## config.mk

```make
export PLATFORM = sky130hd
export DESIGN_NAME = i2c_slave_byte_ctrl_flat
export DESIGN_NICKNAME = d
export VERILOG_FILES = /design/src/rtl/i2c_slave_byte_ctrl_if.sv /design/src/rtl/i2c_slave_byte_ctrl.sv /design/src/flat_wrapper.sv
export SDC_FILE = /design/constraint.sdc
export NUM_CORES = 1
export LEC_CHECK = 0
export BUFFER_PORTS_ARGS = -buffer_cell sky130_fd_sc_hd__clkbuf_2
export CORE_ASPECT_RATIO = 0.5
export CORE_MARGIN = 4
export CORE_UTILIZATION = 51
export DETAILED_ROUTE_END_ITERATION = 16
export MAX_ROUTING_LAYER = met4
export PLACE_DENSITY_LB_ADDON = 0.15
export SYNTH_ARGS = -nofsm -noshare
export SYNTH_HDL_FRONTEND = slang
export SYNTH_SLANG_ARGS = --single-unit
```

## constraint.sdc

```tcl
create_clock -name clk -period 1.9 [get_ports clk]
set_clock_uncertainty 0.15 [all_clocks]
set_input_delay 0.095 -clock clk [delete_from_list [all_inputs] [get_ports clk]]
set_output_delay 0.095 -clock clk [all_outputs]
set_load 0.02 [all_outputs]
```

## src/rtl/i2c_slave_byte_ctrl_if.sv

```systemverilog
// i2c_slave_byte_ctrl_if
//   Bundles the pad-side (scl_i/sda_i, scl_oen/sda_oen) and host-side
//   (config, rx/tx byte handshake, status strobes) signals of the byte-level
//   I2C target.
//   Modports:
//     slave  - the I2C target core
//     master - whatever drives it (host FSM + pad cells, or a testbench)
interface i2c_slave_byte_ctrl_if;
  logic       ena;
  logic [6:0] slv_addr;
  logic       ack_en;
  logic       scl_i;
  logic       sda_i;
  logic       scl_oen;
  logic       sda_oen;
  logic [7:0] rx_data;
  logic       rx_valid;
  logic       tx_req;
  logic [7:0] tx_data;
  logic       tx_valid;
  logic       rw;
  logic       busy;
  logic       start_det;
  logic       stop_det;
  logic       nack_det;

  modport slave (
    input  ena, slv_addr, ack_en, scl_i, sda_i, tx_data, tx_valid,
    output scl_oen, sda_oen, rx_data, rx_valid, tx_req, rw, busy,
           start_det, stop_det, nack_det
  );

  modport master (
    output ena, slv_addr, ack_en, scl_i, sda_i, tx_data, tx_valid,
    input  scl_oen, sda_oen, rx_data, rx_valid, tx_req, rw, busy,
           start_det, stop_det, nack_det
  );
endinterface

```

## src/rtl/i2c_slave_byte_ctrl.sv

```systemverilog
// i2c_slave_byte_ctrl
//   Byte-level I2C target. Synchronizes and glitch-filters SCL/SDA, detects
//   START/STOP, matches a 7-bit address, receives write bytes and serves read
//   bytes, stretching SCL while the host supplies each read byte.
//   Ports:
//     clk      - master clock
//     Reset_n  - asynchronous active-low reset (releases the bus at once)
//     bus      - i2c_slave_byte_ctrl_if.slave (pads, config, rx/tx, status)
//
//   state      | meaning
//   -----------+----------------------------------------------------------
//   S_IDLE     | not addressed, bus released, waiting for START
//   S_ADDR     | shifting in address + R/W bit
//   S_ADDR_ACK | driving ACK for a matched address
//   S_WR_DATA  | shifting in a write byte
//   S_WR_ACK   | driving ACK/NACK for a received write byte
//   S_RD_LOAD  | SCL stretched, waiting for the host read byte
//   S_RD_DATA  | driving read byte bits MSB first
//   S_RD_ACK   | sampling the master ACK/NACK of a read byte
module i2c_slave_byte_ctrl #(
  parameter int unsigned FILT_LEN = 3
) (
  input logic                 clk,
  input logic                 Reset_n,
  i2c_slave_byte_ctrl_if.slave bus
);

  typedef enum logic [2:0] {
    S_IDLE, S_ADDR, S_ADDR_ACK, S_WR_DATA, S_WR_ACK, S_RD_LOAD, S_RD_DATA, S_RD_ACK
  } state_t;

  localparam logic [3:0] CNT_MAX = 4'(FILT_LEN - 1);

  logic [1:0] r_scl_sync, r_sda_sync;
  logic [3:0] r_scl_cnt, r_sda_cnt;
  logic       r_scl_f, r_sda_f;
  logic       r_scl_q, r_sda_q;

  state_t     r_state;
  logic [7:0] r_sr;
  logic [3:0] r_bit_cnt;
  logic       r_rw;
  logic       r_scl_oen, r_sda_oen;
  logic [7:0] r_rx_data;
  logic       r_rx_valid, r_tx_req;
  logic       r_start_det, r_stop_det, r_nack_det;

  logic w_scl_rise, w_scl_fall, w_start, w_stop;

  // Sync + filter: the filtered level follows the synchronized level only
  // after FILT_LEN consecutive differing samples.
  always_ff @(posedge clk or negedge Reset_n) begin
    if (!Reset_n) begin
      r_scl_sync <= 2'b11;
      r_sda_sync <= 2'b11;
      r_scl_cnt  <= '0;
      r_sda_cnt  <= '0;
      r_scl_f    <= 1'b1;
      r_sda_f    <= 1'b1;
      r_scl_q    <= 1'b1;
      r_sda_q    <= 1'b1;
    end else begin
      r_scl_sync <= {r_scl_sync[0], bus.scl_i};
      r_sda_sync <= {r_sda_sync[0], bus.sda_i};

      if (r_scl_sync[1] == r_scl_f) begin
        r_scl_cnt <= '0;
      end else if (r_scl_cnt == CNT_MAX) begin
        r_scl_f   <= r_scl_sync[1];
        r_scl_cnt <= '0;
      end else begin
        r_scl_cnt <= r_scl_cnt + 4'd1;
      end

      if (r_sda_sync[1] == r_sda_f) begin
        r_sda_cnt <= '0;
      end else if (r_sda_cnt == CNT_MAX) begin
        r_sda_f   <= r_sda_sync[1];
        r_sda_cnt <= '0;
      end else begin
        r_sda_cnt <= r_sda_cnt + 4'd1;
      end

      r_scl_q <= r_scl_f;
      r_sda_q <= r_sda_f;
    end
  end

  assign w_scl_rise = r_scl_f & ~r_scl_q;
  assign w_scl_fall = ~r_scl_f & r_scl_q;
  // SCL must be high in both samples: when we release a stretched SCL in the
  // same cycle we drive bit 7, SDA can change together with the SCL rise,
  // and that must not read as START/STOP.
  assign w_start = r_scl_f & r_scl_q & ~r_sda_f & r_sda_q;
  assign w_stop  = r_scl_f & r_scl_q & r_sda_f & ~r_sda_q;

  always_ff @(posedge clk or negedge Reset_n) begin
    if (!Reset_n) begin
      r_state     <= S_IDLE;
      r_sr        <= '0;
      r_bit_cnt   <= '0;
      r_rw        <= 1'b0;
      r_scl_oen   <= 1'b1;
      r_sda_oen   <= 1'b1;
      r_rx_data   <= '0;
      r_rx_valid  <= 1'b0;
      r_tx_req    <= 1'b0;
      r_start_det <= 1'b0;
      r_stop_det  <= 1'b0;
      r_nack_det  <= 1'b0;
    end else begin
      r_rx_valid  <= 1'b0;
      r_start_det <= 1'b0;
      r_stop_det  <= 1'b0;
      r_nack_det  <= 1'b0;

      if (!bus.ena) begin
        r_state   <= S_IDLE;
        r_scl_oen <= 1'b1;
        r_sda_oen <= 1'b1;
        r_tx_req  <= 1'b0;
      end else if (w_start) begin
        r_state     <= S_ADDR;
        r_bit_cnt   <= '0;
        r_scl_oen   <= 1'b1;
        r_sda_oen   <= 1'b1;
        r_tx_req    <= 1'b0;
        r_start_det <= 1'b1;
      end else if (w_stop) begin
        r_state    <= S_IDLE;
        r_scl_oen  <= 1'b1;
        r_sda_oen  <= 1'b1;
        r_tx_req   <= 1'b0;
        r_stop_det <= 1'b1;
      end else begin
        case (r_state)
          S_IDLE: begin
          end

          S_ADDR: begin
            if (w_scl_rise) begin
              r_sr      <= {r_sr[6:0], r_sda_f};
              r_bit_cnt <= r_bit_cnt + 4'd1;
            end else if (w_scl_fall && r_bit_cnt == 4'd8) begin
              r_bit_cnt <= '0;
              if (r_sr[7:1] == bus.slv_addr) begin
                r_rw      <= r_sr[0];
                r_sda_oen <= 1'b0;
                r_state   <= S_ADDR_ACK;
              end else begin
                r_state <= S_IDLE;
              end
            end
          end

          S_ADDR_ACK: begin
            if (w_scl_fall) begin
              r_sda_oen <= 1'b1;
              if (r_rw) begin
                r_scl_oen <= 1'b0;
                r_tx_req  <= 1'b1;
                r_state   <= S_RD_LOAD;
              end else begin
                r_state <= S_WR_DATA;
              end
            end
          end

          S_WR_DATA: begin
            if (w_scl_rise) begin
              r_sr      <= {r_sr[6:0], r_sda_f};
              r_bit_cnt <= r_bit_cnt + 4'd1;
            end else if (w_scl_fall && r_bit_cnt == 4'd8) begin
              r_bit_cnt  <= '0;
              r_rx_data  <= r_sr;
              r_rx_valid <= 1'b1;
              r_sda_oen  <= ~bus.ack_en;
              r_state    <= S_WR_ACK;
            end
          end

          S_WR_ACK: begin
            if (w_scl_fall) begin
              r_sda_oen <= 1'b1;
              r_state   <= S_WR_DATA;
            end
          end

          S_RD_LOAD: begin
            if (r_tx_req && bus.tx_valid) begin
              r_sr      <= {bus.tx_data[6:0], 1'b0};
              r_sda_oen <= bus.tx_data[7];
              r_bit_cnt <= 4'd1;
              r_tx_req  <= 1'b0;
              r_scl_oen <= 1'b1;
              r_state   <= S_RD_DATA;
            end
          end

          // r_bit_cnt = number of bits already placed on SDA
          S_RD_DATA: begin
            if (w_scl_fall) begin
              if (r_bit_cnt == 4'd8) begin
                r_sda_oen <= 1'b1;
                r_bit_cnt <= '0;
                r_state   <= S_RD_ACK;
              end else begin
                r_sda_oen <= r_sr[7];
                r_sr      <= {r_sr[6:0], 1'b0};
                r_bit_cnt <= r_bit_cnt + 4'd1;
              end
            end
          end

          S_RD_ACK: begin
            if (w_scl_rise && r_sda_f) begin
              r_nack_det <= 1'b1;
              r_state    <= S_IDLE;
            end else if (w_scl_fall) begin
              r_scl_oen <= 1'b0;
              r_tx_req  <= 1'b1;
              r_state   <= S_RD_LOAD;
            end
          end

          default: r_state <= S_IDLE;
        endcase
      end
    end
  end

  assign bus.scl_oen   = r_scl_oen;
  assign bus.sda_oen   = r_sda_oen;
  assign bus.rx_data   = r_rx_data;
  assign bus.rx_valid  = r_rx_valid;
  assign bus.tx_req    = r_tx_req;
  assign bus.rw        = r_rw;
  // "Addressed" means past a matching address, so ADDR itself is not busy.
  assign bus.busy      = (r_state != S_IDLE) && (r_state != S_ADDR);
  assign bus.start_det = r_start_det;
  assign bus.stop_det  = r_stop_det;
  assign bus.nack_det  = r_nack_det;

endmodule

```

## src/flat_wrapper.sv

```systemverilog
// flat-port wrapper written by rule: the top's interface ports become plain ports
module i2c_slave_byte_ctrl_flat 
#(
  parameter int unsigned FILT_LEN = 3
)
  (clk, Reset_n, bus_ena, bus_slv_addr, bus_ack_en, bus_scl_i, bus_sda_i, bus_tx_data, bus_tx_valid, bus_scl_oen, bus_sda_oen, bus_rx_data, bus_rx_valid, bus_tx_req, bus_rw, bus_busy, bus_start_det, bus_stop_det, bus_nack_det);
  i2c_slave_byte_ctrl_if bus_i ();
  input logic clk;
  input logic Reset_n;
  input wire logic [$bits(bus_i.ena)-1:0] bus_ena;
  input wire logic [$bits(bus_i.slv_addr)-1:0] bus_slv_addr;
  input wire logic [$bits(bus_i.ack_en)-1:0] bus_ack_en;
  input wire logic [$bits(bus_i.scl_i)-1:0] bus_scl_i;
  input wire logic [$bits(bus_i.sda_i)-1:0] bus_sda_i;
  input wire logic [$bits(bus_i.tx_data)-1:0] bus_tx_data;
  input wire logic [$bits(bus_i.tx_valid)-1:0] bus_tx_valid;
  output wire logic [$bits(bus_i.scl_oen)-1:0] bus_scl_oen;
  output wire logic [$bits(bus_i.sda_oen)-1:0] bus_sda_oen;
  output wire logic [$bits(bus_i.rx_data)-1:0] bus_rx_data;
  output wire logic [$bits(bus_i.rx_valid)-1:0] bus_rx_valid;
  output wire logic [$bits(bus_i.tx_req)-1:0] bus_tx_req;
  output wire logic [$bits(bus_i.rw)-1:0] bus_rw;
  output wire logic [$bits(bus_i.busy)-1:0] bus_busy;
  output wire logic [$bits(bus_i.start_det)-1:0] bus_start_det;
  output wire logic [$bits(bus_i.stop_det)-1:0] bus_stop_det;
  output wire logic [$bits(bus_i.nack_det)-1:0] bus_nack_det;
  assign bus_i.ena = bus_ena;
  assign bus_i.slv_addr = bus_slv_addr;
  assign bus_i.ack_en = bus_ack_en;
  assign bus_i.scl_i = bus_scl_i;
  assign bus_i.sda_i = bus_sda_i;
  assign bus_i.tx_data = bus_tx_data;
  assign bus_i.tx_valid = bus_tx_valid;
  assign bus_scl_oen = bus_i.scl_oen;
  assign bus_sda_oen = bus_i.sda_oen;
  assign bus_rx_data = bus_i.rx_data;
  assign bus_rx_valid = bus_i.rx_valid;
  assign bus_tx_req = bus_i.tx_req;
  assign bus_rw = bus_i.rw;
  assign bus_busy = bus_i.busy;
  assign bus_start_det = bus_i.start_det;
  assign bus_stop_det = bus_i.stop_det;
  assign bus_nack_det = bus_i.nack_det;
  i2c_slave_byte_ctrl #(.FILT_LEN(FILT_LEN)) u_core (.clk(clk), .Reset_n(Reset_n), .bus(bus_i));
endmodule
```

# == Word-level counts from Yosys, hierarchy flattened ==
# Cells that the tools add are included.
# totals
reg_bits,47
inputBits,22
wordCells,178
# classes
n_addsub,3
eq_ne,40
mux,80
bitwise,17
reduce_logical,18
# op_table
op,count
5-bit by 2-bit != test with 1-bit output (second input constant),11
3-bit two-way mux,15
4-bit two-way mux,11
1-bit two-way mux,43
8-bit two-way mux,4
8-bit case mux with 3 select lines,1
3-bit case mux with 7 select lines,1
6-bit AND reduction,3
4-bit by 1-bit adder with 4-bit output (second input constant),3
3-bit equality test (second input constant),4
4-bit case mux with 3 select lines,1
11-bit AND reduction,1
10-bit by 1-bit != test with 1-bit output (second input constant),1
5-bit != test (second input constant),2
1-bit inverter,10
3-bit by 1-bit != test with 1-bit output (second input constant),3
9-bit AND reduction,1
4-bit by 2-bit equality test with 1-bit output (second input constant),2
2-bit by 1-bit != test with 1-bit output (second input constant),4
8-bit by 2-bit != test with 1-bit output (second input constant),1
8-bit AND reduction,1
1-bit bitwise AND,7
7-bit equality test,1
7-bit AND reduction,1
other kinds (17),26

# == Logic depth before layout (Yosys ltp) ==
# Gate-level depths: netlist of the first run.
# depth
word_depth,9
depth_mapped,8
mapped_depth_nobuf,7

# == Worst setup path before layout of the first run ==
# OpenSTA, ideal clock, no wires.
# synth_path
path_type,reg-to-reg
from,register u_core.r_bit_cnt[0]
to,register u_core.r_bit_cnt[0]
setup_ps,125
t_arrival_ps,1773
required_ps,1625
path_slack_ps,-148
path_stages_with_launch,8
n_path_buf,0
period_less_slack_ps,2048
path_cell_list,dfrtp_1 -> inv_1 -> ha_1 -> and3b_2 -> nand2_1 -> a32o_1 -> a21oi_1 -> mux2_2
# synth_between
elab_chain_len,6
# synth_lines
element,line_no,source
start: declaration,i2c_slave_byte_ctrl.sv:41,logic [3:0] r_bit_cnt;
start signal: assignment,i2c_slave_byte_ctrl.sv:143,r_bit_cnt <= r_bit_cnt + 4'd1;
start signal: assignment,i2c_slave_byte_ctrl.sv:172,r_bit_cnt <= r_bit_cnt + 4'd1;
start signal: assignment,i2c_slave_byte_ctrl.sv:210,r_bit_cnt <= r_bit_cnt + 4'd1;
4-bit by 1-bit adder with 4-bit output / 4-bit equality test (equally long branches),n/a,
4-bit two-way mux,i2c_slave_byte_ctrl.sv:203,if (r_bit_cnt == 4'd8) begin
4-bit two-way mux,i2c_slave_byte_ctrl.sv:202,if (w_scl_fall) begin
4-bit case mux with 3 select lines,i2c_slave_byte_ctrl.sv:136,case (r_state)
4-bit two-way mux,i2c_slave_byte_ctrl.sv:129,end else if (w_stop) begin
4-bit two-way mux,i2c_slave_byte_ctrl.sv:122,end else if (w_start) begin
# Several ways; a longest one is shown, not always the timed one. The select of a mux whose other input is x is not followed.
# A chain may end at the register's enable or synchronous reset.

# == Worst setup path in the final report of the first run ==
# layout_path
from,register u_core.r_bit_cnt[1]
to,register u_core.r_bit_cnt[1]
# The elaborated chain is that of the path after synthesis.

==> impl_results.md, run 1 <==
- Final Setup Violations: 25
- Number of violations of the max-capacitance limit: 0
- Pin count of the biggest net entering global routing: 48
- Clock-pin slew on the worst setup and hold paths: about 100 ps
- Number of global-route vias before repair: roughly 2400
- Area share of the leading cell type in the synthesized netlist: 0.3730
- Horiz. Die Dim: approximately 110 um
- Switching share of power: 0.3718
- Transition at the pin with the smallest max-transition slack: ~600 ps
- All-layer global routing usage: 0.2569
- Average wire per standard cell: about 18 um
- P_int: 2.532 mW
- Detailed route wirelength on metal2: around 3700 um
- TritonCTS clock tree: done
- Register-to-register setup slack: -170 ps
- Failing checks: setup timing
- Global-route wire length before repair: between 10000 and 15000 um
- Share of total power in sequential cells: 0.356
- Routed Antenna Nets: 0
- Diodes inserted: 0
- Antenna violations before repair: 0
- Die Span Y: approximately 57 um
- Total via count after detailed routing: about 2400
- Power per standard cell area: between 1000 and 1500 mW/mm2
- Outcome: finished with violations
- Unique masters post-synth: 55
- Cell type with the largest total area after synthesis: sky130_fd_sc_hd__dfrtp_1
- Placement row count: 17
- Worst Path Arrival: approximately 2200 ps
- Count of input and output buffers: 38
- Final Hold Vio Count: 0
- Final global-route overflow total: 0
- Count of non-filler cells in the finished layout: ~430
- Most instantiated library cell after synthesis: sky130_fd_sc_hd__dfrtp_1
- Async set-or-reset flop fraction in the synthesized netlist: 1.000
- R2R cell count: 13
- Setup slack after placement: -112.1 ps
- Maximum vdd drop: around 0.88 mV
- Number of cells in the design after placement: approximately 380
- Area occupied by multi-input gates: ~0.0015 mm2
- Met1 routed wirelength after detailed routing: roughly 3500 um
- Die Footprint: around 0.0061 mm2
- Cell count after synthesis: about 240
- Class of the most critical setup path: flip-flop to flip-flop
- Path class of the lowest-slack min-delay path: primary input to flip-flop
- Root buf cell: sky130_fd_sc_hd__clkbuf_8
- Avg Cell Area, Syn: about 10 um2
- Leak pwr: around 1.8 nW
- Net switching power: about 1.5 mW
- Synthesized cell area: between 0.002 and 0.0025 mm2
- Final Max Tran Viols: 0
- RSZ-0062 raised after global routing: yes
- Reg area: ~0.0012 mm2
- Category of the worst setup path capture point: flip-flop
- Initial DRC count: 76
- Most used DFF post-synth: sky130_fd_sc_hd__dfrtp_1
- Syn nets: between 200 and 300
- Achievable Freq: 482.9 MHz
- Filler Cell Count: about 270
- Critical path launch point type: flip-flop
- Clock sink total: between 40 and 50
- Fraction of layout cells with a size suffix above 1: 0.4918
- Via-per-instance ratio: around 5.5
- Nets@finish: 393
- CP Data Required Time: about 2000 ps
- Critical hold path startpoint: bus_ena
- Worst hold path cell count: 2
- Hold Path End: u_core.bus.start_det
- Core region area: roughly 0.0046 mm2
- Synthesis-stage register bit count: 47
- Number of warnings printed during yosys synthesis: 0
- Top layer used by detailed routing: met4
- Detail Placement HPWL: around 4600 um
- Largest cells by area after synthesis: sky130_fd_sc_hd__dfrtp_1 37%, sky130_fd_sc_hd__dfstp_2 11%, sky130_fd_sc_hd__mux2_2 5.9%
- Leading post-synthesis cells by instance count: 37 x sky130_fd_sc_hd__dfrtp_1, 27 x sky130_fd_sc_hd__nand2_1, 24 x sky130_fd_sc_hd__nor2_1, 13 x sky130_fd_sc_hd__mux2_2, 12 x sky130_fd_sc_hd__inv_1
- Highest fanout seen on the critical path: 2
- Number of ports placed on the die boundary: 39
- Post-route minimum period: just over 2000 ps
- Number of H-tree levels: 2
- Initial cell density of the core: 0.5454
- Fraction of power consumed by the clock network: 0.160
- Syn-to-layout area delta: 53.58%
- Total iterations of the first detailed-routing run: 4
- Combinational fraction of design power: 0.484
- Worst flop-to-flop path endpoint: u_core.r_bit_cnt[1]
- Insertion delay to the later sink of the worst-skew pair: 300 ps
- Residual DRC: 0
- Final period utilization: 1.090
- Final worst setup slack: -170.6 ps
- Sum of met3 wire segment lengths after detailed routing: approximately 440 um
- Worst max-slew margin expressed relative to the limit: 0.5959
- Cts bufs inserted: 5
- Routed Wire Length: slightly below 8000 um
- Post-synthesis sequential area ratio: 0.4788
- Maximum clock path buffer count: 2
- Global placer's final weighted congestion: between 0.8 and 0.9
- Worst r2r src: u_core.r_bit_cnt[1]
- Count of flip-flops with a built-in enable after synthesis: 0
worst max path at each step:
stage / from / endpoint / slack, ps
floorplan: u_core.r_bit_cnt[0] / u_core.r_state[2] / -50
global placement: u_core.r_scl_f / u_core.r_state[0] / -110
detailed placement: u_core.r_bit_cnt[0] / u_core.r_state[0] / -110
CTS: u_core.r_bit_cnt[1] / u_core.r_state[2] / -140
global route: u_core.r_bit_cnt[1] / u_core.r_bit_cnt[1] / -210
finish: u_core.r_bit_cnt[1] / u_core.r_bit_cnt[1] / -170
logic make-up after synthesis:
family / share of synthesized area
xor gates and xnor gates: 0.04587
adders and majority gates: 0.03427
buffers and inverters: 0.03226
muxes: 0.06704
AOI/OAI and AO/OA: 0.1477
and+or+nand+nor: 0.1941
DFF: 0.4788
power groups by stage:
stage / clock network, mW / logic [mW] / registers, mW
floorplan: 0 / 0.786 / 1.40
detailed placement: 0 / 1.26 / 1.43
finish: 0.645 / 1.95 / 1.43
CTS: 0.651 / 1.61 / 1.41
global placement: 0 / 1.22 / 1.41
global route: 0.695 / 2.10 / 1.46
routing by layer:
layer / track usage / up-vias
met1: 0.3616 / 1175
li1: - / 1107
met2: 0.3989 / 89
met4: 0.03825 / 0
met5: - / -
met3: 0.04859 / 21
layout make-up:
| type | instances | share of cell area |
|---|---|---|
| clock buffer | 6 | 0.01904 |
| clock inverter | 2 | 0.004595 |
| inverter | 12 | 0.01181 |
| multi-input combinational | 178 | 0.3902 |
| sequential | 47 | 0.3118 |
| tap | 66 | 0.02166 |
| timing repair buffer | 121 | 0.2409 |
flip-flops by register name (all words and copies together) (netlist names), 2 cells and up:
register,count
u_core.r_scl_sync,2
u_core.r_bit_cnt,4
u_core.r_sda_cnt,4
u_core.bus.rx_data,8
u_core.r_scl_cnt,4
u_core.r_sda_sync,2
u_core.r_state,3
u_core.r_sr,8
worst max-delay path: stages (launching register included):
cell and delay, ps:
sky130_fd_sc_hd__dfrtp_1 390, sky130_fd_sc_hd__inv_2 70, sky130_fd_sc_hd__buf_4 130, sky130_fd_sc_hd__buf_6 100, sky130_fd_sc_hd__buf_6 100, sky130_fd_sc_hd__buf_6 100, sky130_fd_sc_hd__buf_4 120, sky130_fd_sc_hd__buf_4 120
sky130_fd_sc_hd__buf_4 120, sky130_fd_sc_hd__buf_4 120, sky130_fd_sc_hd__buf_4 120, sky130_fd_sc_hd__buf_4 120, sky130_fd_sc_hd__buf_4 120, sky130_fd_sc_hd__mux2i_1 130
cell usage in the layout, fill, tap and decap left out, types with 3 or more instances in the layout:
cell and n:
sky130_fd_sc_hd__o21ai_0 5, sky130_fd_sc_hd__clkbuf_2 38, sky130_fd_sc_hd__xnor2_1 5, sky130_fd_sc_hd__dfstp_2 10, sky130_fd_sc_hd__nand3b_1 4, sky130_fd_sc_hd__xor2_1 8, sky130_fd_sc_hd__ha_1 5, sky130_fd_sc_hd__a21o_1 3
sky130_fd_sc_hd__a21oi_1 7, sky130_fd_sc_hd__dfrtp_1 37, sky130_fd_sc_hd__nor2_4 3, sky130_fd_sc_hd__nor2_1 19, sky130_fd_sc_hd__dlygate4sd3_1 12, sky130_fd_sc_hd__inv_1 9, sky130_fd_sc_hd__inv_2 3, sky130_fd_sc_hd__buf_6 12
sky130_fd_sc_hd__clkbuf_8 5, sky130_fd_sc_hd__nand2_1 25, sky130_fd_sc_hd__nand3_1 4, sky130_fd_sc_hd__a31oi_1 7, sky130_fd_sc_hd__mux2_4 11, sky130_fd_sc_hd__buf_4 57, sky130_fd_sc_hd__nor3_1 4
metrics by stage:
stage | total power [mW] | util | setup TNS (ps) | instance area [um2] | hold slack, ps
final | 4.031 | 0.8375 | -1935 | 3812 | 14.14
after global routing | 4.256 | 0.8375 | -3818 | 3812 | 23.87
after CTS | 3.670 | 0.7897 | -966.0 | 3595 | 10.00
after detailed placement | 2.686 | 0.6776 | -1372 | 3084 | 34.32
after global placement | 2.630 | 0.6776 | -594.7 | 3084 | 34.13
after floorplan | 2.187 | - | -137.3 | 2539 | -350.6
timing repair:
item                                    4_1_cts  5_1_grt
buffers inserted                             24        9
endpoints found under the setup margin       26       28
hold endpoints to repair                     48        0
cloned                                        1        1
hold buffers                                 12        0
pin swaps                                     9       17
resized for setup                            32       34
No activity file was read; power rests on OpenSTA's default activity.
==> run 2, diff against run 1 <==
--- a/config.mk
+++ b/config.mk
@@ -5,10 +5,13 @@
 export SDC_FILE = /design/constraint.sdc
 export NUM_CORES = 1
 export LEC_CHECK = 0
+export ABC_AREA = 1
 export BUFFER_PORTS_ARGS = -buffer_cell sky130_fd_sc_hd__clkbuf_2
+export CELL_PAD_IN_SITES_DETAIL_PLACEMENT = 1
+export CELL_PAD_IN_SITES_GLOBAL_PLACEMENT = 1
 export CORE_ASPECT_RATIO = 0.5
 export CORE_MARGIN = 4
-export CORE_UTILIZATION = 51
+export CORE_UTILIZATION = 38
 export DETAILED_ROUTE_END_ITERATION = 16
 export MAX_ROUTING_LAYER = met4
 export PLACE_DENSITY_LB_ADDON = 0.15
==> run 2 against run 1 <==
  * The run ends with hold timing left
  * Clock-buffer cell count is 1 lower
  * Combinational power down 60%
  * Design area decreased by 11%
  * Global-route usage fell by 6.4 points
  * Clock power is 43% higher
  * First-iteration DRC count increased by 47%
  * Critical endpoint is now u_core.r_state[0]
  * Highest routed layer unchanged
==> impl_results.md, run 2 <==
- Outcome: finished with violations
- Failing checks: hold timing
- Filler Cell Count: about 840
- Maximum cell stage delay along the critical path: between 500 and 600 ps
- Achievable Freq: 551.0 MHz
- Clock sink total: 47
- Die Span Y: slightly below 70 um
- Final Max Tran Viols: 0
- Pin count of the biggest net entering global routing: 48
- Final Setup Violations: 0
- Detail Placement HPWL: ~5800 um
- Fraction of layout cells with a size suffix above 1: 0.3145
- Core region area: 0.006858 mm2
- Number of warnings printed during yosys synthesis: 0
- CP Data Required Time: 1930 ps
- Unique masters post-synth: 33
- Worst hold path cell count: 3
- Worst Setup SP: u_core.r_state[0]
- Number of global-route vias before repair: roughly 2600
- Count of input and output buffers: 38
- Global placer's final weighted congestion: between 0.9 and 1
- CP delay by family, top: simple AND/OR/NAND/NOR gates
- Setup TNS: 0 ps
- Most common cell after layout, fill and taps aside: sky130_fd_sc_hd__nand2_1
- Power per standard cell area: 882.8 mW/mm2
- Cts bufs inserted: 5
- Worst Path Arrival: approximately 1900 ps
- Class of the most critical setup path: flip-flop to flip-flop
- Antenna violations before repair: 0
- Nets@finish: ~430
- Syn nets: ~380
- Worst max-slew margin expressed relative to the limit: 0.5847
- Routed Antenna Nets: 0
- TritonCTS clock tree: done
- Global-route wire length before repair: between 10000 and 15000 um
- Number of ports placed on the die boundary: 39
- Category of the worst setup path capture point: flip-flop
- Initial cell density of the core: 0.4028
- Final core utilization: 0.4966
- Highest fanout seen on the critical path: 10
- Leading post-synthesis cells by instance count: 95 x sky130_fd_sc_hd__nand2_1, 37 x sky130_fd_sc_hd__dfrtp_1, 34 x sky130_fd_sc_hd__inv_1, 34 x sky130_fd_sc_hd__nand3_1, 29 x sky130_fd_sc_hd__nor2_1
- Post-synthesis sequential area ratio: 0.4303
- Setup slack after placement: -75.37 ps
- Hold Path End: u_core.r_sr[5]
- Most frequent cells in the layout: 91 x sky130_fd_sc_hd__nand2_1, 38 x sky130_fd_sc_hd__clkbuf_2, 34 x sky130_fd_sc_hd__inv_1
- RSZ-0062 raised after global routing: yes
- Async set-or-reset flop fraction in the synthesized netlist: 1.000
- Cell type with the largest total area after synthesis: sky130_fd_sc_hd__dfrtp_1
- Avg Cell Area, Syn: approximately 8.0 um2
- Horiz. Die Dim: 128.6 um
- Cell count after synthesis: roughly 350
- Number of H-tree levels: 2
- Number of violations of the max-capacitance limit: 0
- Initial DRC count: about 110
- Placed cell areas: 0.003053 mm2
- Residual DRC: 0
- Insertion delay to the later sink of the worst-skew pair: roughly 300 ps
- Maximum clock path buffer count: 2
- Buffer and inverter count on the worst path: 2
- Final period utilization: 0.9553
- Final worst setup slack: 84.96 ps
- Cell repeated most along the worst path: sky130_fd_sc_hd__nand2_1
- Post-route minimum period: around 1800 ps
- Critical hold path startpoint: bus_tx_data[4]
- Synthesized cell area: about 0.0028 mm2
- Overall power consumption: 3.007 mW
- Final Hold Vio Count: 1
- Routed Wire Length: a little under 8000 um
- Synthesis-stage register bit count: 47
- Leak pwr: ~1.7 nW
- Via-per-instance ratio: just over 5
- Largest cells by area after synthesis: sky130_fd_sc_hd__dfrtp_1 34%, sky130_fd_sc_hd__nand2_1 13%, sky130_fd_sc_hd__dfstp_2 9.5%
- R2R cell count: 10
- Final global-route overflow total: 0
- Max stage delay cell, worst path: sky130_fd_sc_hd__dfrtp_2
- Maximum vdd drop: ~0.41 mV
- Path class of the lowest-slack min-delay path: primary input to flip-flop
- Placement row count: 21
- Most used DFF post-synth: sky130_fd_sc_hd__dfrtp_1
- Root buf cell: sky130_fd_sc_hd__clkbuf_16
- Fin area: approximately 0.0034 mm2
- Count of flip-flops with a built-in enable after synthesis: 0
- Worst slack on hold paths: -8.593 ps
- Most instantiated library cell after synthesis: sky130_fd_sc_hd__nand2_1
- Critical path launch point type: flip-flop
- Die Footprint: approximately 0.0088 mm2
- Total iterations of the first detailed-routing run: 4
- Transition at the pin with the smallest max-transition slack: approximately 620 ps
- All-layer global routing usage: 0.1930
- Syn-to-layout area delta: 23.28%
- Diodes inserted: 0
- CP cell instances: inv_6 > nand3_4 > inv_1 > nand2_1 > nand3_1 > nand2_1 > nand3_2 > nand2_1 > nand2_1 > nand2_1
- Average wire per standard cell: approximately 15 um
- Worst flop-to-flop path endpoint: u_core.r_state[0]
- Clock-pin slew on the worst setup and hold paths: around 70 ps
- Worst r2r src: u_core.r_state[0]
- Area share of the leading cell type in the synthesized netlist: 0.3351
- Total via count after detailed routing: 2530
- Register-to-register setup slack: about 85 ps
run 2: changes by cell type in the layout (fill, tap and decap cells not counted), moves of 11 or more:
| cell | previous run | this run |
|---|---|---|
| sky130_fd_sc_hd__nand2_1 | 25 | 91 |
| sky130_fd_sc_hd__buf_4 | 57 | 11 |
| sky130_fd_sc_hd__nand3_1 | 4 | 31 |
| sky130_fd_sc_hd__inv_1 | 9 | 34 |
| sky130_fd_sc_hd__o21ai_2 | 2 | 17 |
| sky130_fd_sc_hd__buf_6 | 12 | 0 |
| sky130_fd_sc_hd__o21ai_0 | 5 | 17 |
| sky130_fd_sc_hd__mux2_4 | 11 | 0 |
| sky130_fd_sc_hd__nand2_2 | 0 | 11 |
run 2: worst max path at each step:
stage	depth (start not counted)	end
after floorplan	9	u_core.r_sr[5]
after global placement	7	u_core.bus.rx_data[6]
after detailed placement	7	u_core.bus.rx_data[7]
after CTS	9	u_core.r_bit_cnt[2]
after global routing	9	u_core.r_bit_cnt[1]
final	10	u_core.r_state[0]
run 2: stage by stage:
stage / hold WS [ps] / instances
2_1_floorplan: -350.6 / 347
6_report: -8.593 / 499
4_1_cts: 0.5462 / 494
3_3_place_gp: 36.90 / 477
3_5_place_dp: 39.64 / 477
5_1_grt: 0.2997 / 499
run 2: per-layer routing:
| layer | GRT usage | wire (um) | part of all wire | vias to the layer above |
|---|---|---|---|---|
| met3 | 0.04521 | 376 | 0.049 | 12 |
| met1 | 0.2474 | 3634 | 0.47 | 1232 |
| met2 | 0.3070 | 3582 | 0.47 | 61 |
| met4 | 0.06152 | 101 | 0.013 | 0 |
| met5 | - | 0 | 0 | - |
| li1 | - | - | - | 1225 |
run 2: cell families after synthesis:
logic type	share of synthesized area
XOR/XNOR	0.03170
AND/OR/NAND/NOR	0.3080
AO/OA/AOI/OAI	0.1164
buffers and inverters	0.08650
adder cells (fa/ha/maj)	0.02717
flip-flops	0.4303
run 2: repair_timing:
item | 4_1_cts | 5_1_grt
pin swaps | 2 | 3
setup buffers | 0 | 5
cloned | 0 | 0
endpoints found under the hold margin | 45 | 0
hold buffers | 9 | 0
endpoints found under the setup margin | 19 | 26
gates resized for setup | 5 | 15
run 2: final cells by class:
class	count	area, um2	area share
clock inverter	3	22.52	0.006613
multi-input combinational	249	1395	0.4096
sequential	47	1194	0.3505
inverter	44	171.4	0.05033
timing repair buffer	59	382.9	0.1124
clock buffer	5	125.1	0.03674
tap	92	115.1	0.03380
run 2: power by group:
part / leakage, nW / total [mW] / internal, mW / switching, mW
Combinational: 1.03 / 0.777 / 0.297 / 0.480
Clock: 0.0746 / 0.923 / 0.496 / 0.427
Sequential: 0.603 / 1.31 / 1.18 / 0.128
run 2: worst reg2reg max path, delay by kind of cell, from the launching register on:
family,cells,cell delay (ps)
AND/OR/NAND/NOR,8,740
flip-flops,1,520
buffers and inverters,2,310
==> run 3, diff against run 2 <==
--- a/config.mk
+++ b/config.mk
@@ -5,16 +5,16 @@
 export SDC_FILE = /design/constraint.sdc
 export NUM_CORES = 1
 export LEC_CHECK = 0
-export ABC_AREA = 1
 export BUFFER_PORTS_ARGS = -buffer_cell sky130_fd_sc_hd__clkbuf_2
 export CELL_PAD_IN_SITES_DETAIL_PLACEMENT = 1
 export CELL_PAD_IN_SITES_GLOBAL_PLACEMENT = 1
 export CORE_ASPECT_RATIO = 0.5
 export CORE_MARGIN = 4
-export CORE_UTILIZATION = 38
+export CORE_UTILIZATION = 39
 export DETAILED_ROUTE_END_ITERATION = 16
 export MAX_ROUTING_LAYER = met4
 export PLACE_DENSITY_LB_ADDON = 0.15
+export SETUP_SLACK_MARGIN = 0.4
 export SYNTH_ARGS = -nofsm -noshare
 export SYNTH_HDL_FRONTEND = slang
 export SYNTH_SLANG_ARGS = --single-unit
==> run 3 against run 2 <==
  * The flow finishes with violations (setup timing)
  * Sequential share of layout area shrank 4.9 points
  * Setup slack lost 330 ps
  * Critical endpoint is now u_core.r_bit_cnt[3]
  * Critical path type unchanged
  * Utilization grew 15 points
  * Final cell count shrank 9.0%
  * Non-clock buffer count grew 62
  * Total power grew 47%
  * Register-to-register slack lost 330 ps
  * Clock-buffer cell count is the same
==> impl_results.md, run 3 (synthesized netlist as in run 1, its figures left out) <==
- Outcome: finished with violations
- Failing checks: setup timing
- Setup slack after placement: -178.5 ps
- Clock-pin slew on the worst setup and hold paths: roughly 80 ps
- Antenna violations before repair: 0
- Register-to-register setup slack: -240 ps
- Worst r2r src: u_core.r_state[1]
- Cts bufs inserted: 5
- Final Setup Violations: 26
- Final Hold Vio Count: 0
- CP cell instances: and2b_1 > o21ai_0 > a21oi_2 > nor4_4 > a211o_1
- Diodes inserted: 0
- Fraction of layout cells with a size suffix above 1: 0.5273
- Total iterations of the first detailed-routing run: 4
- Critical hold path startpoint: bus_ena
- Final period utilization: 1.128
- Worst Path Arrival: roughly 2200 ps
- CP delay by family, top: compound AO/OA/AOI/OAI gates
- Maximum cell stage delay along the critical path: 500 ps
- Horiz. Die Dim: approximately 120 um
- Total via count after detailed routing: 2505
- Routed Antenna Nets: 0
- TritonCTS clock tree: done
- Residual DRC: 0
- Global-route wire length before repair: 14000 um
- Initial cell density of the core: 0.4066
- Path class of the lowest-slack min-delay path: primary input to flip-flop
- R2R cell count: 5
- Clock sink total: 47
- Core region area: slightly above 0.006 mm2
- Initial DRC count: 171
- Buffer and inverter count on the worst path: 0
- Maximum vdd drop: 0.8898 mV
- Via-per-instance ratio: 5.518
- Final Max Tran Viols: 0
- Pin count of the biggest net entering global routing: 48
- Average wire per standard cell: approximately 22 um
- Final worst setup slack: -243.5 ps
- Routed Wire Length: just over 10000 um
- Worst slack on hold paths: 30.53 ps
- Total stage count of the critical path: 5
- Number of global-route vias before repair: 2700
- CP Data Required Time: roughly 2000 ps
- Count of input and output buffers: 38
- Number of H-tree levels: 2
- Setup TNS: -3800 ps
- Maximum clock path buffer count: 2
- Most frequent cells in the layout: 60 x sky130_fd_sc_hd__buf_4, 37 x sky130_fd_sc_hd__clkbuf_2, 35 x sky130_fd_sc_hd__dfrtp_1
- Detailed route wirelength on metal2: 5093 um
- Die Span Y: 64.42 um
- Top layer used by detailed routing: met4
- Syn-to-layout area delta: 59.17%
- Worst hold path cell count: 2
- Power per standard cell area: between 1000 and 1500 mW/mm2
- Number of ports placed on the die boundary: 39
- Highest fanout seen on the critical path: 7
- Hold Path End: u_core.bus.stop_det
- Root buf cell: sky130_fd_sc_hd__clkbuf_16
- Post-route minimum period: between 2000 and 2500 ps
- Max stage delay cell, worst path: sky130_fd_sc_hd__o21ai_0
- Critical path launch point type: flip-flop
- Detail Placement HPWL: about 5400 um
- Placed cell areas: 0.003143 mm2
- Achievable Freq: about 470 MHz
- RSZ-0062 raised after global routing: yes
- Insertion delay to the later sink of the worst-skew pair: about 300 ps
- Fin area: 0.003951 mm2
- Transition at the pin with the smallest max-transition slack: 615.6 ps
- Placement row count: 20
- Final global-route overflow total: 0
- Most common cell after layout, fill and taps aside: sky130_fd_sc_hd__buf_4
- Die Footprint: roughly 0.0078 mm2
- Final core utilization: 0.6471
- Global placer's final weighted congestion: 0.8926
- Class of the most critical setup path: flip-flop to flip-flop
- Nets@finish: approximately 390
- Overall power consumption: ~4.4 mW
- Number of violations of the max-capacitance limit: 0
- Worst flop-to-flop path endpoint: u_core.r_bit_cnt[3]
- Met1 routed wirelength after detailed routing: about 4100 um
- Count of non-filler cells in the finished layout: about 450
- Worst max-slew margin expressed relative to the limit: 0.5896
- All-layer global routing usage: 0.2377
- Sum of met3 wire segment lengths after detailed routing: about 540 um
- Number of cells in the design after placement: between 400 and 500
- Category of the worst setup path capture point: flip-flop
- Leak pwr: between 1.5 and 2 nW
## run 3: changes by cell type in the layout (fill, tap and decap cells not counted), sizes merged, moves of 7 or more
| cell | delta |
|---|---|
| nand2 | -76 |
| buf | +62 |
| o21ai | -32 |
| inv | -31 |
| nand3 | -31 |
| mux2 | +13 |
| nor2 | -9 |
| a31oi | +7 |
## run 3: what timing repair did
action,in CTS,in global routing
pin swaps,12,16
gates resized for setup,35,30
endpoints found under the setup margin,30,32
endpoints found under the hold margin,46,0
gates cloned,2,0
hold buffers,10,0
buffers inserted,20,11
## run 3: layout make-up
cell class | count | area (um2)
Fill cell | 675 | 2155
Multi-Input combinational cell | 178 | 1531
Sequential cell | 47 | 1191
Timing Repair Buffer | 121 | 922.1
Clock buffer | 5 | 125.1
Tap cell | 88 | 110.1
Inverter | 12 | 48.80
Clock inverter | 3 | 22.52
## run 3: metal layers
layer | GRT usage | vias to the layer above
met3 | 0.04969 | 32
met1 | 0.2852 | 1277
li1 | - | 1109
met4 | 0.04661 | 0
met5 | - | -
met2 | 0.4209 | 87
## run 3: how the worst max path moves through the flow
stage / from / to / slack (ps)
6_report: u_core.r_state[1] / u_core.r_bit_cnt[3] / -240
3_5_place_dp: u_core.r_scl_q / u_core.r_state[0] / -180
2_1_floorplan: u_core.r_bit_cnt[0] / u_core.r_state[2] / -50
5_1_grt: u_core.r_scl_q / u_core.r_state[2] / -340
4_1_cts: u_core.r_scl_q / u_core.r_state[0] / -120
3_3_place_gp: u_core.r_scl_q / u_core.r_bit_cnt[0] / -80
## run 3: power by group
part | switching (mW) | leakage [nW] | internal, mW | total (mW)
Clock | 0.433 | 0.0746 | 0.497 | 0.930
Combinational | 1.03 | 1.21 | 1.02 | 2.05
Sequential | 0.213 | 0.600 | 1.23 | 1.44
Total | 1.67 | 1.88 | 2.74 | 4.42
